### src/rtl/fb_render_scheduler.sv
// Framebuffer write-port scheduler. Clears the back buffer to a background
// colour, then arbitrates the write port round-robin between the bird and
// pipe renderers until both report done, then flags the buffer as swappable.
module fb_render_scheduler #(
  parameter int FB_W    = 320,
  parameter int FB_H    = 240,
  parameter int NUM_PIX = FB_W * FB_H
) (
  input  logic        clk,
  input  logic        rst_n,
  input  logic        frame_start,
  input  logic [7:0]  bg_color,
  input  logic        req0,
  input  logic [19:0] addr0,
  input  logic [7:0]  data0,
  input  logic        done0,
  input  logic        req1,
  input  logic [19:0] addr1,
  input  logic [7:0]  data1,
  input  logic        done1,
  output logic        gnt0,
  output logic        gnt1,
  output logic [19:0] addrWrite,
  output logic [7:0]  dataWrite,
  output logic        wr_en,
  output logic        swap_ok,
  output logic        busy,
  output logic [7:0]  dropped_frames
);

  localparam logic [1:0] S_IDLE  = 2'd0;
  localparam logic [1:0] S_CLEAR = 2'd1;
  localparam logic [1:0] S_DRAW  = 2'd2;
  localparam logic [1:0] S_DONE  = 2'd3;

  localparam logic [19:0] LAST_ADDR = 20'(NUM_PIX - 1);
  localparam logic [19:0] PIX_LIM   = 20'(NUM_PIX);

  logic [1:0]  state_q, state_d;
  logic [19:0] cnt_q, cnt_d;
  logic [7:0]  bg_q, bg_d;
  logic        done0_q, done0_d, done1_q, done1_d;
  logic        ptr_q, ptr_d;
  logic        wr_en_q, wr_en_d;
  logic [19:0] addr_q, addr_d;
  logic [7:0]  data_q, data_d;
  logic        swap_q, swap_d;
  logic        busy_q, busy_d;
  logic [7:0]  drop_q, drop_d;

  logic [19:0] sel_addr;
  logic [7:0]  sel_data;

  // Grants: only in DRAW; on contention the pointer's requester wins.
  always_comb begin
    gnt0 = 1'b0;
    gnt1 = 1'b0;
    if (state_q == S_DRAW) begin
      gnt0 = req0 & (~req1 | ~ptr_q);
      gnt1 = req1 & (~req0 |  ptr_q);
    end
    sel_addr = gnt0 ? addr0 : addr1;
    sel_data = gnt0 ? data0 : data1;
  end

  // Next-state logic for the frame sequencer and the write port.
  always_comb begin
    state_d = state_q;
    cnt_d   = cnt_q;
    bg_d    = bg_q;
    done0_d = done0_q;
    done1_d = done1_q;
    ptr_d   = ptr_q;
    wr_en_d = 1'b0;
    addr_d  = addr_q;
    data_d  = data_q;
    swap_d  = swap_q;
    drop_d  = drop_q;
    case (state_q)
      S_IDLE, S_DONE: begin
        if (frame_start) begin
          state_d = S_CLEAR;
          swap_d  = 1'b0;
          bg_d    = bg_color;
          cnt_d   = '0;
          done0_d = 1'b0;
          done1_d = 1'b0;
        end
      end
      S_CLEAR: begin
        wr_en_d = 1'b1;
        addr_d  = cnt_q;
        data_d  = bg_q;
        cnt_d   = cnt_q + 20'd1;
        if (cnt_q == LAST_ADDR) state_d = S_DRAW;
        // Done pulses can arrive early; keep them for the DRAW exit test.
        done0_d = done0_q | done0;
        done1_d = done1_q | done1;
      end
      default: begin // S_DRAW
        done0_d = done0_q | done0;
        done1_d = done1_q | done1;
        if (gnt0 | gnt1) begin
          addr_d  = sel_addr;
          data_d  = sel_data;
          // Out-of-range writes are granted (so the requester moves on) but dropped.
          wr_en_d = (sel_addr < PIX_LIM);
        end
        if (req0 & req1) ptr_d = ~ptr_q;
        // Pending requests are drained before the frame is declared complete.
        if (done0_q & done1_q & ~req0 & ~req1) begin
          state_d = S_DONE;
          swap_d  = 1'b1;
        end
      end
    endcase
    // A flip request while still rendering is an overrun; the frame carries on.
    if (frame_start && (state_q == S_CLEAR || state_q == S_DRAW) && drop_q != 8'hFF)
      drop_d = drop_q + 8'd1;
    busy_d = (state_d == S_CLEAR) || (state_d == S_DRAW);
  end

  // State and output registers; reset forces everything idle immediately.
  always_ff @(posedge clk or negedge rst_n) begin
    if (!rst_n) begin
      state_q <= S_IDLE;
      cnt_q   <= '0;
      bg_q    <= '0;
      done0_q <= 1'b0;
      done1_q <= 1'b0;
      ptr_q   <= 1'b0;
      wr_en_q <= 1'b0;
      addr_q  <= '0;
      data_q  <= '0;
      swap_q  <= 1'b0;
      busy_q  <= 1'b0;
      drop_q  <= '0;
    end else begin
      state_q <= state_d;
      cnt_q   <= cnt_d;
      bg_q    <= bg_d;
      done0_q <= done0_d;
      done1_q <= done1_d;
      ptr_q   <= ptr_d;
      wr_en_q <= wr_en_d;
      addr_q  <= addr_d;
      data_q  <= data_d;
      swap_q  <= swap_d;
      busy_q  <= busy_d;
      drop_q  <= drop_d;
    end
  end

  assign wr_en          = wr_en_q;
  assign addrWrite      = addr_q;
  assign dataWrite      = data_q;
  assign swap_ok        = swap_q;
  assign busy           = busy_q;
  assign dropped_frames = drop_q;

endmodule

### config.mk
export PLATFORM = sky130hd
export DESIGN_NAME = fb_render_scheduler
export DESIGN_NICKNAME = d
export VERILOG_FILES = /design/src/rtl/fb_render_scheduler.sv
export SDC_FILE = /design/constraint.sdc
export NUM_CORES = 1
export LEC_CHECK = 0
export ABC_AREA = 0
export BUFFER_PORTS_ARGS = -buffer_cell sky130_fd_sc_hd__buf_2
export CORE_AREA = 4 4 103 105
export CTS_BUF_LIST = sky130_fd_sc_hd__clkbuf_16
export DETAILED_ROUTE_END_ITERATION = 10
export DIE_AREA = 0 0 107 109
export HOLD_SLACK_MARGIN = 0.15
export PLACE_DENSITY = 0.63
export SYNTH_ARGS = -nofsm -noshare
export SYNTH_HDL_FRONTEND = slang
export SYNTH_SLANG_ARGS = --single-unit
### constraint.sdc
create_clock -name clk -period 2.25 [get_ports clk]
set_input_delay 0.45 -clock clk [delete_from_list [all_inputs] [get_ports clk]]
set_output_delay 0.45 -clock clk [all_outputs]
set_load 0.02 [all_outputs]
==> impl_metrics.env <==
export IMPL_yosysTopAreaCell="dfrtp_1"
export IMPL_synth_cell_types=55
export IMPL_ys_top_cells_by_count="72 x dfrtp_1, 49 x nor2_1, 40 x nand2_1"
export IMPL_fin_worst_skew_ns=0.00484
export IMPL_num_rows=36
export IMPL_ir_drop_uv=542
export IMPL_crit_type="register to output port"
export IMPL_initial_core_util=0.424
export IMPL_drive_gt1_frac=0.300
export IMPL_fillCellCount=929
export IMPL_drc_errors=0
export IMPL_io_buffers=111
export IMPL_root_buffer="clkbuf_16"
export IMPL_slowest_stage="dfrtp_2"
export IMPL_htreeDepth=3
export IMPL_ys_ff_latch=72
export IMPL_maxSlewHeadroom=0.648
export IMPL_outcome="complete, no violations"
export IMPL_synth_edff_count=0
export IMPL_gr_total_overflow=0
export IMPL_finalCritPeriodShare=0.962
export IMPL_critical_path_arrival_ns=1.72
export IMPL_hold_class="primary input to register"
export IMPL_cts_buffers=9
export IMPL_cts_tree="done"
export IMPL_insertion_delay_ns=0.33
export IMPL_dieArea_sq_mm=0.0117
export IMPL_max_freq_mhz=462
export IMPL_vias_per_cell=5.50
export IMPL_area_delta_synth_final_pct=25.2
export IMPL_cts_sinks=72
export IMPL_wl_per_cell_um=17.3
export IMPL_power_density_mw_per_mm2=1180
export IMPL_grt_max_degree=57
export IMPL_cp_end_kind="output port"
export IMPL_die_x_um=107
export IMPL_antenna_left=0
export IMPL_gp_congestion=0.863
export IMPL_synthCells=440
export IMPL_startpoint_type="register"
export IMPL_synth_top_area_frac=0.441
export IMPL_drtIter0Drc=143
export IMPL_synth_most_common_cell="dfrtp_1"
export IMPL_hold_viol=0
export IMPL_antenna_found_initial=0
export IMPL_routed_wl_um=11800
export IMPL_fin_tns_setup_ns=0
export IMPL_ys_top_cells_by_area="dfrtp_1 44%, o31ai_1 6.2%, a211oi_1 5.5%, nor2_1 4.5%, and3_1 4.4%"
export IMPL_track_usage=0.214
export IMPL_ys_warn_count=0
export IMPL_io_pins=112
export IMPL_synthArstFlopShare=1.00
export IMPL_tightest_slew_ns=0.528
export IMPL_pre_cts_slack_ns=0.147
export IMPL_path_common_cell="buf_12"
export IMPL_vias=3759
export IMPL_slew_viol_final=0
export IMPL_nets=620
export IMPL_coreArea_sq_mm=0.00964
export IMPL_maxCapViolations=0
export IMPL_diodes=0
export IMPL_required_ns=1.80
export IMPL_drt_first_pass_iters=4
export IMPL_synth_area_sq_mm=0.00409
export IMPL_clockBufferDepth=2
export IMPL_synth_fp_nets=515
export IMPL_clkTransAtPathRegs_ns=0.06
export IMPL_grt_pass1_wl_um=19500
export IMPL_power_leakage_nw=2.48
export IMPL_fin_crit_ns=2.17
export IMPL_max_stage_delay_ns=0.43
export IMPL_chipHeight_um=109
export IMPL_syn_avg_cell_area_sq_um=9.29
export IMPL_finalSetupViolations=0
export IMPL_worst_slack_ns=0.0847
export IMPL_hold_slack_ns=0.349
export IMPL_grt_pass1_vias=3728
export IMPL_hpwl_um=8530
export IMPL_post_cts_buffers=0
export IMPL_rsz0062_at_grt="no"
export IMPL_synthFlopType="dfrtp_1"
export IMPL_path_cells="inv_2 -> ha_2 -> buf_12 -> nand2_1 -> buf_12 -> inv_1 -> buf_2"
export IMPL_synth_seq_area_share=0.441
export IMPL_crit_fanout=30
==> placed cells by master, fill, tap and decap left out, types with 9 or more instances in the layout <==
cell type / n
xor2_1: 11
and3_1: 29
clkbuf_16: 9
o21ai_0: 9
buf_2: 110
buf_4: 16
nand2_1: 40
nor2_1: 49
nand3_1: 9
nand4_1: 9
mux2_2: 9
o31ai_1: 34
a211oi_1: 30
a21oi_1: 19
dfrtp_1: 71
==> worst max-delay path, delay by kind of cell (launching register included) <==
kind,cells,cell delay (ns)
buf+inv,5,0.64
simple gates,1,0.10
fa+ha+maj,1,0.21
flops,1,0.43
==> flip-flops by register name (all words and copies together) (netlist names) <==
register	flops
cnt_q	20
dataWrite	8
done1_q	1
state_q	2
busy	1
dropped_frames	8
wr_en	1
bg_q	8
swap_ok	1
ptr_q	1
done0_q	1
addrWrite	20
==> path summary, 6_finish.rpt <==
kind | start | endpoint | slack (ns) | depth (start not counted)
setup / recovery | state_q[0]$_DFF_PN0_ | gnt0 | 0.08 | 7
hold / removal | bg_color[4] | bg_q[4]$_DFFE_PN0P_ | 0.35 | 2
setup reg to reg | state_q[1]$_DFF_PN0_ | cnt_q[13]$_DFFE_PN0P_ | 0.18 | 7
hold reg to reg | addrWrite[12]$_DFFE_PN0P_ | addrWrite[12]$_DFFE_PN0P_ | 0.47 | 2
max in group asynchronous | rst_n | addrWrite[1]$_DFFE_PN0P_ | 1.01 | 3
min in group asynchronous | rst_n | addrWrite[5]$_DFFE_PN0P_ | 0.66 | 2
==> kinds of logic (layout without fill, tap and decap cells) <==
| group | Yosys count | after routing | share of synthesized area |
|---|---|---|---|
| DFF | 72 | 72 | 0.441 |
| and+or+nand+nor | 174 | 174 | 0.222 |
| xor gates and xnor gates | 17 | 17 | 0.0364 |
| muxes | 13 | 13 | 0.0358 |
| adders and majority gates | 4 | 4 | 0.0122 |
| AOI/OAI and AO/OA | 115 | 115 | 0.198 |
| buffers and inverters | 45 | 155 | 0.0551 |
==> cell type report <==
| type | count | area (sq um) | share of cell area |
|---|---|---|---|
| tap | 133 | 166 | 0.0325 |
| sequential | 72 | 1800 | 0.352 |
| clock buffer | 9 | 225 | 0.0440 |
| timing repair buffer | 130 | 741 | 0.145 |
| multi-input combinational | 323 | 2090 | 0.408 |
| inverter | 9 | 33.8 | 0.00660 |
| clock inverter | 7 | 62.6 | 0.0122 |
==> stage by stage <==
step	area (sq um)	utilization	total power, mW	instances
floorplan	4090	-	3.80	440
global placement	4790	0.497	4.61	666
detailed placement	4790	0.497	4.68	666
CTS	5090	0.528	6.08	683
global route	5120	0.531	6.49	683
finish	5120	0.531	6.05	683
==> metal layers <==
layer	routed length [um]	vias up	track usage
met5	0	-	0
met4	182	0	0.0658
met3	868	15	0.0509
met2	5470	143	0.341
met1	5300	1766	0.289
li1	-	1835	-
==> power by group <==
group,leakage (nW),internal (mW),switching (mW)
clock network,0.138,0.846,0.536
logic,1.42,0.982,1.60
registers,0.917,1.76,0.332
total,2.48,3.58,2.46
==> repair_timing <==
action | CTS | global route
hold buffers | 1 | 0
pin swaps | 0 | 0
endpoints found under the setup margin | 1 | 10
resized for setup | 1 | 8
hold endpoints to repair | 37 | 0
gates cloned | 0 | 0
No activity file was read; power rests on OpenSTA's default activity.
